File: src/rtl/mm_auto_codebreaker_pkg.sv
// rtl/mm_auto_codebreaker_pkg.sv - shared types and helpers for the Mastermind codebreaker
package mm_pkg;

    localparam int NUM_SHAPES = 6;
    localparam int NUM_POS    = 4;

    typedef logic [2:0] shape_t;
    typedef shape_t [NUM_POS-1:0] code_t;

    typedef enum logic [2:0] {
        S_IDLE,
        S_START,
        S_ISSUE,
        S_WAIT_FB,
        S_SEARCH,
        S_DONE
    } state_t;

    typedef struct packed {
        code_t      guess;
        logic [2:0] exact;
        logic [2:0] partial;
    } hist_entry_t;

    // Base-6 odometer step; bit 12 is the carry out of digit 3.
    function automatic logic [12:0] code_inc(input code_t c);
        code_t r;
        logic  carry;
        r     = c;
        carry = 1'b1;
        for (int p = 0; p < NUM_POS; p++) begin
            if (carry) begin
                if (r[p] == shape_t'(NUM_SHAPES - 1)) begin
                    r[p] = 3'd0;
                end else begin
                    r[p]  = r[p] + 3'd1;
                    carry = 1'b0;
                end
            end
        end
        return {carry, r};
    endfunction

endpackage

File: src/rtl/mm_auto_codebreaker_if.sv
// rtl/mm_auto_codebreaker_if.sv - guess/feedback bundle between codebreaker and grader
interface mm_auto_codebreaker_if;
    import mm_pkg::*;

    logic       go;
    logic       fb_valid;
    logic [2:0] exact;
    logic [2:0] partial;
    logic       won;
    logic       lost;
    logic       start_game;
    logic       grade_it;
    code_t      guess;
    logic [3:0] round_number;
    logic       busy;
    logic       done;
    logic       solved;
    logic       error;

    modport master (
        input  go, fb_valid, exact, partial, won, lost,
        output start_game, grade_it, guess, round_number, busy, done, solved, error
    );

    modport slave (
        output go, fb_valid, exact, partial, won, lost,
        input  start_game, grade_it, guess, round_number, busy, done, solved, error
    );
endinterface

File: src/rtl/mm_auto_codebreaker_score.sv
// rtl/mm_auto_codebreaker_score.sv - combinational Mastermind scorer (exact/partial)
module mm_score
    import mm_pkg::*;
(
    input  code_t      a,
    input  code_t      b,
    output logic [2:0] exact,
    output logic [2:0] partial
);

    logic [2:0] common;
    logic [2:0] cnt_a;
    logic [2:0] cnt_b;

    always_comb begin
        exact  = 3'd0;
        common = 3'd0;
        cnt_a  = 3'd0;
        cnt_b  = 3'd0;
        for (int p = 0; p < NUM_POS; p++) begin
            if (a[p] == b[p]) exact = exact + 3'd1;
        end
        for (int s = 0; s < NUM_SHAPES; s++) begin
            cnt_a = 3'd0;
            cnt_b = 3'd0;
            for (int p = 0; p < NUM_POS; p++) begin
                if (a[p] == shape_t'(s)) cnt_a = cnt_a + 3'd1;
                if (b[p] == shape_t'(s)) cnt_b = cnt_b + 3'd1;
            end
            common = common + ((cnt_a < cnt_b) ? cnt_a : cnt_b);
        end
        partial = common - exact;
    end

endmodule

File: src/rtl/mm_auto_codebreaker.sv
// rtl/mm_auto_codebreaker.sv - automatic codebreaker: issues guesses consistent with all prior feedback
module mm_auto_codebreaker
    import mm_pkg::*;
#(
    parameter int          MAX_ROUNDS  = 8,
    parameter logic [11:0] FIRST_GUESS = 12'h009
) (
    input  logic                  clock,
    input  logic                  reset,
    mm_auto_codebreaker_if.master bus
);

    localparam int IW = (MAX_ROUNDS > 1) ? $clog2(MAX_ROUNDS) : 1;

    state_t      state;
    code_t       guess_q;
    code_t       cand;
    logic [3:0]  round_q;
    logic [3:0]  idx;
    logic        start_q;
    logic        grade_q;
    logic        solved_q;
    logic        error_q;
    hist_entry_t history [MAX_ROUNDS];

    hist_entry_t rd_entry;
    logic [2:0]  s_exact;
    logic [2:0]  s_partial;
    logic [12:0] guess_inc;
    logic [12:0] cand_inc;
    logic [3:0]  round_nx;
    logic        fb_take;

    assign rd_entry  = history[idx[IW-1:0]];
    assign guess_inc = code_inc(guess_q);
    assign cand_inc  = code_inc(cand);
    assign round_nx  = round_q + 4'd1;
    assign fb_take   = (state == S_WAIT_FB) && bus.fb_valid;

    mm_score u_score (
        .a      (cand),
        .b      (rd_entry.guess),
        .exact  (s_exact),
        .partial(s_partial)
    );

    // History carries no reset: it is only read below round_number, which reset clears.
    always_ff @(posedge clock) begin
        if (!reset && fb_take) begin
            history[round_q[IW-1:0]] <= '{guess: guess_q, exact: bus.exact, partial: bus.partial};
        end
    end

    always_ff @(posedge clock) begin
        if (reset) begin
            state    <= S_IDLE;
            guess_q  <= '0;
            cand     <= '0;
            round_q  <= 4'd0;
            idx      <= 4'd0;
            start_q  <= 1'b0;
            grade_q  <= 1'b0;
            solved_q <= 1'b0;
            error_q  <= 1'b0;
        end else begin
            start_q <= 1'b0;
            grade_q <= 1'b0;
            case (state)
                S_IDLE, S_DONE: begin
                    if (bus.go) begin
                        state    <= S_START;
                        start_q  <= 1'b1;
                        round_q  <= 4'd0;
                        solved_q <= 1'b0;
                        error_q  <= 1'b0;
                        guess_q  <= code_t'(FIRST_GUESS);
                    end
                end
                S_START: begin
                    state   <= S_ISSUE;
                    grade_q <= 1'b1;
                end
                S_ISSUE: begin
                    state <= S_WAIT_FB;
                end
                S_WAIT_FB: begin
                    if (bus.fb_valid) begin
                        round_q <= round_nx;
                        if (bus.exact == 3'd4 || bus.won) begin
                            state    <= S_DONE;
                            solved_q <= 1'b1;
                        end else if (bus.lost || round_nx == 4'(MAX_ROUNDS)) begin
                            state <= S_DONE;
                        end else if (guess_inc[12]) begin
                            // Last guess was 5555: nothing above it remains to try.
                            state   <= S_DONE;
                            error_q <= 1'b1;
                        end else begin
                            state <= S_SEARCH;
                            cand  <= guess_inc[11:0];
                            idx   <= 4'd0;
                        end
                    end
                end
                S_SEARCH: begin
                    if (s_exact != rd_entry.exact || s_partial != rd_entry.partial) begin
                        if (cand_inc[12]) begin
                            state   <= S_DONE;
                            error_q <= 1'b1;
                        end else begin
                            cand <= cand_inc[11:0];
                            idx  <= 4'd0;
                        end
                    end else if (idx != round_q - 4'd1) begin
                        idx <= idx + 4'd1;
                    end else begin
                        guess_q <= cand;
                        state   <= S_ISSUE;
                        grade_q <= 1'b1;
                    end
                end
                default: state <= S_IDLE;
            endcase
        end
    end

    assign bus.start_game   = start_q;
    assign bus.grade_it     = grade_q;
    assign bus.guess        = guess_q;
    assign bus.round_number = round_q;
    assign bus.busy         = (state != S_IDLE) && (state != S_DONE);
    assign bus.done         = (state == S_DONE);
    assign bus.solved       = solved_q;
    assign bus.error        = error_q;

endmodule

File: src/flat_wrapper.sv
// flat-port wrapper written by rule: the top's interface ports become plain ports
module mm_auto_codebreaker_flat import mm_pkg::*;
#(
    parameter int          MAX_ROUNDS  = 8,
    parameter logic [11:0] FIRST_GUESS = 12'h009
)
  (clock, reset, bus_go, bus_fb_valid, bus_exact, bus_partial, bus_won, bus_lost, bus_start_game, bus_grade_it, bus_guess, bus_round_number, bus_busy, bus_done, bus_solved, bus_error);
  mm_auto_codebreaker_if bus_i ();
  input  logic clock;
  input  logic reset;
  input wire logic [$bits(bus_i.go)-1:0] bus_go;
  input wire logic [$bits(bus_i.fb_valid)-1:0] bus_fb_valid;
  input wire logic [$bits(bus_i.exact)-1:0] bus_exact;
  input wire logic [$bits(bus_i.partial)-1:0] bus_partial;
  input wire logic [$bits(bus_i.won)-1:0] bus_won;
  input wire logic [$bits(bus_i.lost)-1:0] bus_lost;
  output wire logic [$bits(bus_i.start_game)-1:0] bus_start_game;
  output wire logic [$bits(bus_i.grade_it)-1:0] bus_grade_it;
  output wire logic [$bits(bus_i.guess)-1:0] bus_guess;
  output wire logic [$bits(bus_i.round_number)-1:0] bus_round_number;
  output wire logic [$bits(bus_i.busy)-1:0] bus_busy;
  output wire logic [$bits(bus_i.done)-1:0] bus_done;
  output wire logic [$bits(bus_i.solved)-1:0] bus_solved;
  output wire logic [$bits(bus_i.error)-1:0] bus_error;
  assign bus_i.go = bus_go;
  assign bus_i.fb_valid = bus_fb_valid;
  assign bus_i.exact = bus_exact;
  assign bus_i.partial = bus_partial;
  assign bus_i.won = bus_won;
  assign bus_i.lost = bus_lost;
  assign bus_start_game = bus_i.start_game;
  assign bus_grade_it = bus_i.grade_it;
  assign bus_guess = bus_i.guess;
  assign bus_round_number = bus_i.round_number;
  assign bus_busy = bus_i.busy;
  assign bus_done = bus_i.done;
  assign bus_solved = bus_i.solved;
  assign bus_error = bus_i.error;
  mm_auto_codebreaker #(.MAX_ROUNDS(MAX_ROUNDS), .FIRST_GUESS(FIRST_GUESS)) u_core (.clock(clock), .reset(reset), .bus(bus_i));
endmodule
File: config.mk
export PLATFORM = sky130hd
export DESIGN_NAME = mm_auto_codebreaker_flat
export DESIGN_NICKNAME = d
export VERILOG_FILES = /design/src/rtl/mm_auto_codebreaker_pkg.sv /design/src/rtl/mm_auto_codebreaker_if.sv /design/src/rtl/mm_auto_codebreaker_score.sv /design/src/rtl/mm_auto_codebreaker.sv /design/src/flat_wrapper.sv
export SDC_FILE = /design/constraint.sdc
export NUM_CORES = 1
export LEC_CHECK = 0
export ABC_AREA = 1
export ABC_CLOCK_PERIOD_IN_PS = 9400
export CAP_MARGIN = 20
export CORE_AREA = 4 4 141 143
export CTS_CLUSTER_DIAMETER = 40
export CTS_CLUSTER_SIZE = 14
export DETAILED_ROUTE_END_ITERATION = 8
export DIE_AREA = 0 0 145 147
export HOLD_SLACK_MARGIN = 0.03
export PLACE_DENSITY = 0.8
export SLEW_MARGIN = 30
export SYNTH_ARGS = -nofsm -noshare
export SYNTH_HDL_FRONTEND = slang
export SYNTH_HIERARCHICAL = 1
export SYNTH_SLANG_ARGS = --single-unit
export TNS_END_PERCENT = 50
File: constraint.sdc
create_clock -name clock -period 9.4 [get_ports clock]
set_clock_uncertainty 0.15 [all_clocks]
set_input_delay 1.88 -clock clock [delete_from_list [all_inputs] [get_ports clock]]
set_output_delay 1.88 -clock clock [all_outputs]
set_load 0.01 [all_outputs]
==> flow_metrics.env <==
export IMPL_status="completed"
export IMPL_grt_pass1_wl_um=46200
export IMPL_synth_edf_count=144
export IMPL_core_area_um2=18600
export IMPL_maxSlewHeadroom_pct=36.7
export IMPL_crit_path_top_delay_cell="fa_1"
export IMPL_start_util_pct=62.0
export IMPL_crit_fanout=50
export IMPL_synthCells=1489
export IMPL_slew_violations=0
export IMPL_antenna_found_initial=0
export IMPL_cp_start_kind="flip-flop"
export IMPL_tns_ns=0
export IMPL_drt_drc_violations_left=0
export IMPL_vias=9973
export IMPL_htreeDepth=4
export IMPL_worst_setup_path_type="reg -> reg"
export IMPL_detail_route_antenna_nets=0
export IMPL_cts_tree="done"
export IMPL_postCtsSetupRepairBufs=0
export IMPL_dr_pass1_iters=6
export IMPL_cpPeakStageDelay_ns=0.54
export IMPL_dieArea_um2=21300
export IMPL_wl_per_cell_um=15.9
export IMPL_syn_cell_area_um2=11500
export IMPL_fin_nets=1598
export IMPL_grt_max_degree=73
export IMPL_cts_buffer_depth=2
export IMPL_clock_latency_ns=0.43
export IMPL_hpwlAfterDp_um=19400
export IMPL_rr_worst_depth=51
export IMPL_synth_ff_type="edfxtp_1"
export IMPL_cts_resized=0
export IMPL_initialDrtViolationCount=891
export IMPL_rows=50
export IMPL_drv_cap=0
export IMPL_place_congestion=0.924
export IMPL_yosysSeqAreaShare_pct=44.8
export IMPL_syn_avg_cell_area_um2=7.74
export IMPL_ys_types=40
export IMPL_async_reset_ff_share_pct=0
export IMPL_fmax_mhz=116
export IMPL_die_h_um=147
export IMPL_path_clk_slew_ns=0.07
export IMPL_overflow=0
export IMPL_drt_vias_per_instance=5.66
export IMPL_io_buffers=33
export IMPL_arrival_ns=8.78
export IMPL_post_route_min_period_ns=8.61
export IMPL_grt_pass1_vias=9595
export IMPL_drive_gt1_share_pct=5.10
export IMPL_tightestPinTransition_ns=0.948
export IMPL_holdCritPathClass="reg -> reg"
export IMPL_antenna_diode_count=0
export IMPL_place_area_um2=12100
export IMPL_utilization_pct=68.2
export IMPL_rrSetupSlack_ns=0.79
export IMPL_die_x_um=145
export IMPL_worst_path_most_repeated_cell="nand2_1"
export IMPL_synth_seq_cells=186
export IMPL_setup_viol=0
export IMPL_cts_root_buffer="clkbuf_16"
export IMPL_design_area_um2=12700
export IMPL_wl_um=28100
export IMPL_finalHoldViolCount=0
export IMPL_io_pins=34
export IMPL_cts_hold_buf=0
export IMPL_synth_warnings=6
export IMPL_syn_nets=1571
export IMPL_timing_final_crit_share_pct=91.6
export IMPL_numCtsBuffers=17
export IMPL_crit_required_ns=9.58
export IMPL_grt_usage_pct=26.9
export IMPL_end_kind="flip-flop"
export IMPL_syn_to_final_growth_pct=9.87
export IMPL_rsz0062_at_grt="no"
export IMPL_cts_sinks=186
cell usage after synthesis (2+ instances only):
cell | number | area [um^2]
nand3_1 | 124 | 621
nor2_2 | 2 | 12.5
nor2_1 | 186 | 698
nor3_1 | 34 | 170
o21ai_0 | 82 | 410
o31ai_1 | 2 | 15.0
buf_4 | 3 | 22.5
edfxtp_1 | 144 | 4320
a21oi_1 | 36 | 180
nand2_1 | 384 | 1440
a31oi_1 | 14 | 87.6
buf_1 | 5 | 18.8
nor2_4 | 3 | 33.8
nand2_2 | 6 | 37.5
nor4_1 | 2 | 12.5
buf_2 | 12 | 60.1
ha_1 | 64 | 801
xnor2_1 | 19 | 166
inv_1 | 225 | 845
inv_2 | 4 | 15.0
nand4_1 | 18 | 113
nand3_2 | 3 | 30.0
fa_1 | 6 | 120
o22ai_1 | 13 | 81.3
nand3b_1 | 4 | 30.0
clkbuf_1 | 17 | 63.8
xor2_1 | 12 | 105
dfxtp_1 | 42 | 841
buf_6 | 4 | 45.0
o21ai_1 | 9 | 45.0
final cells by class:
class / instances / area (um^2)
Fill cell: 1541 / 5920
Multi-Input combinational cell: 1031 / 5330
Sequential cell: 186 / 5170
Inverter: 231 / 870
Timing Repair Buffer: 49 / 450
Clock buffer: 19 / 433
Tap cell: 234 / 293
Clock inverter: 13 / 125
layout by cell type (no fill, tap or decap), types with 4 or more instances in the layout:
| cell type | netlist | final |
|---|---|---|
| nand2_1 | 384 | 384 |
| inv_1 | 225 | 223 |
| nor2_1 | 186 | 183 |
| edfxtp_1 | 144 | 144 |
| nand3_1 | 124 | 124 |
| o21ai_0 | 82 | 82 |
| ha_1 | 64 | 64 |
| dfxtp_1 | 42 | 41 |
| a21oi_1 | 36 | 36 |
| clkdlybuf4s50_1 | 0 | 33 |
| nor3_1 | 34 | 31 |
| xnor2_1 | 19 | 19 |
| nand4_1 | 18 | 18 |
| clkbuf_16 | 0 | 17 |
| buf_4 | 3 | 16 |
| a31oi_1 | 14 | 14 |
| o22ai_1 | 13 | 13 |
| xor2_1 | 12 | 12 |
| o21ai_1 | 9 | 9 |
| inv_2 | 4 | 6 |
| nand2_2 | 6 | 6 |
| fa_1 | 6 | 6 |
| nor2_4 | 3 | 5 |
| inv_8 | 0 | 4 |
| inv_6 | 0 | 4 |
| nand3b_1 | 4 | 4 |
metal layers:
metal	part of all wire (%)	GRT usage (%)	wire length, um	vias to the layer above
li1	-	-	-	4881
met5	0	0	0	-
met1	42	33.7	11700	4665
met4	3.5	10.3	973	0
met2	48	46.3	13600	369
met3	6.5	5.18	1830	58
how the worst min path moves through the flow:
stage	from	cells past startpoint	endpoint	slack (ns)
2_1_floorplan	u_core/bus.error$_SDFFE_PP0P_	2	u_core/bus.error$_SDFFE_PP0P_	0.32
3_3_place_gp	u_core/bus.error$_SDFFE_PP0P_	2	u_core/bus.error$_SDFFE_PP0P_	0.29
3_5_place_dp	u_core/bus.error$_SDFFE_PP0P_	2	u_core/bus.error$_SDFFE_PP0P_	0.29
4_1_cts	u_core/bus.error$_SDFFE_PP0P_	2	u_core/bus.error$_SDFFE_PP0P_	0.31
5_1_grt	u_core/bus.error$_SDFFE_PP0P_	2	u_core/bus.error$_SDFFE_PP0P_	0.34
6_report	u_core/bus.error$_SDFFE_PP0P_	2	u_core/bus.error$_SDFFE_PP0P_	0.30
kinds of logic after synthesis:
family          share of synthesized area, %
xor+xnor                                2.36
compound gates                          7.33
fa+ha+maj                               7.99
simple gates                            28.1
flops                                   44.8
buf+inv                                 9.37
state kept, by name (all words and copies together) (netlist names), named ones only:
name	flops
u_core/state	3
u_core/history	144
u_core/cand	12
u_core/bus.error	1
u_core/bus.grade_it	1
u_core/bus.start_game	1
u_core/bus.guess	12
u_core/bus.solved	1
u_core/bus.round_number	4
u_core/idx	4
worst max-delay path, delay by kind of cell, from the launching register on:
family | cells | cell delay [ns]
AOI/OAI and AO/OA | 4 | 1.22
adders and majority gates | 8 | 2.85
buffers and inverters | 13 | 1.14
DFF | 1 | 0.37
and+or+nand+nor | 26 | 2.68
metrics by stage:
step | setup WS (ns) | std cells | hold WS (ns)
after global routing | 0.0194 | 1763 | 0.340
after detailed placement | 0.894 | 1731 | 0.295
after CTS | 0.855 | 1763 | 0.310
after global placement | 1.08 | 1731 | 0.291
after floorplan | 1.86 | 1489 | 0.319
final | 0.794 | 1763 | 0.301
Power is left out: the tool's default activity adds up to more than one toggle a clock period on the data nets, which glitch-free logic cannot reach.
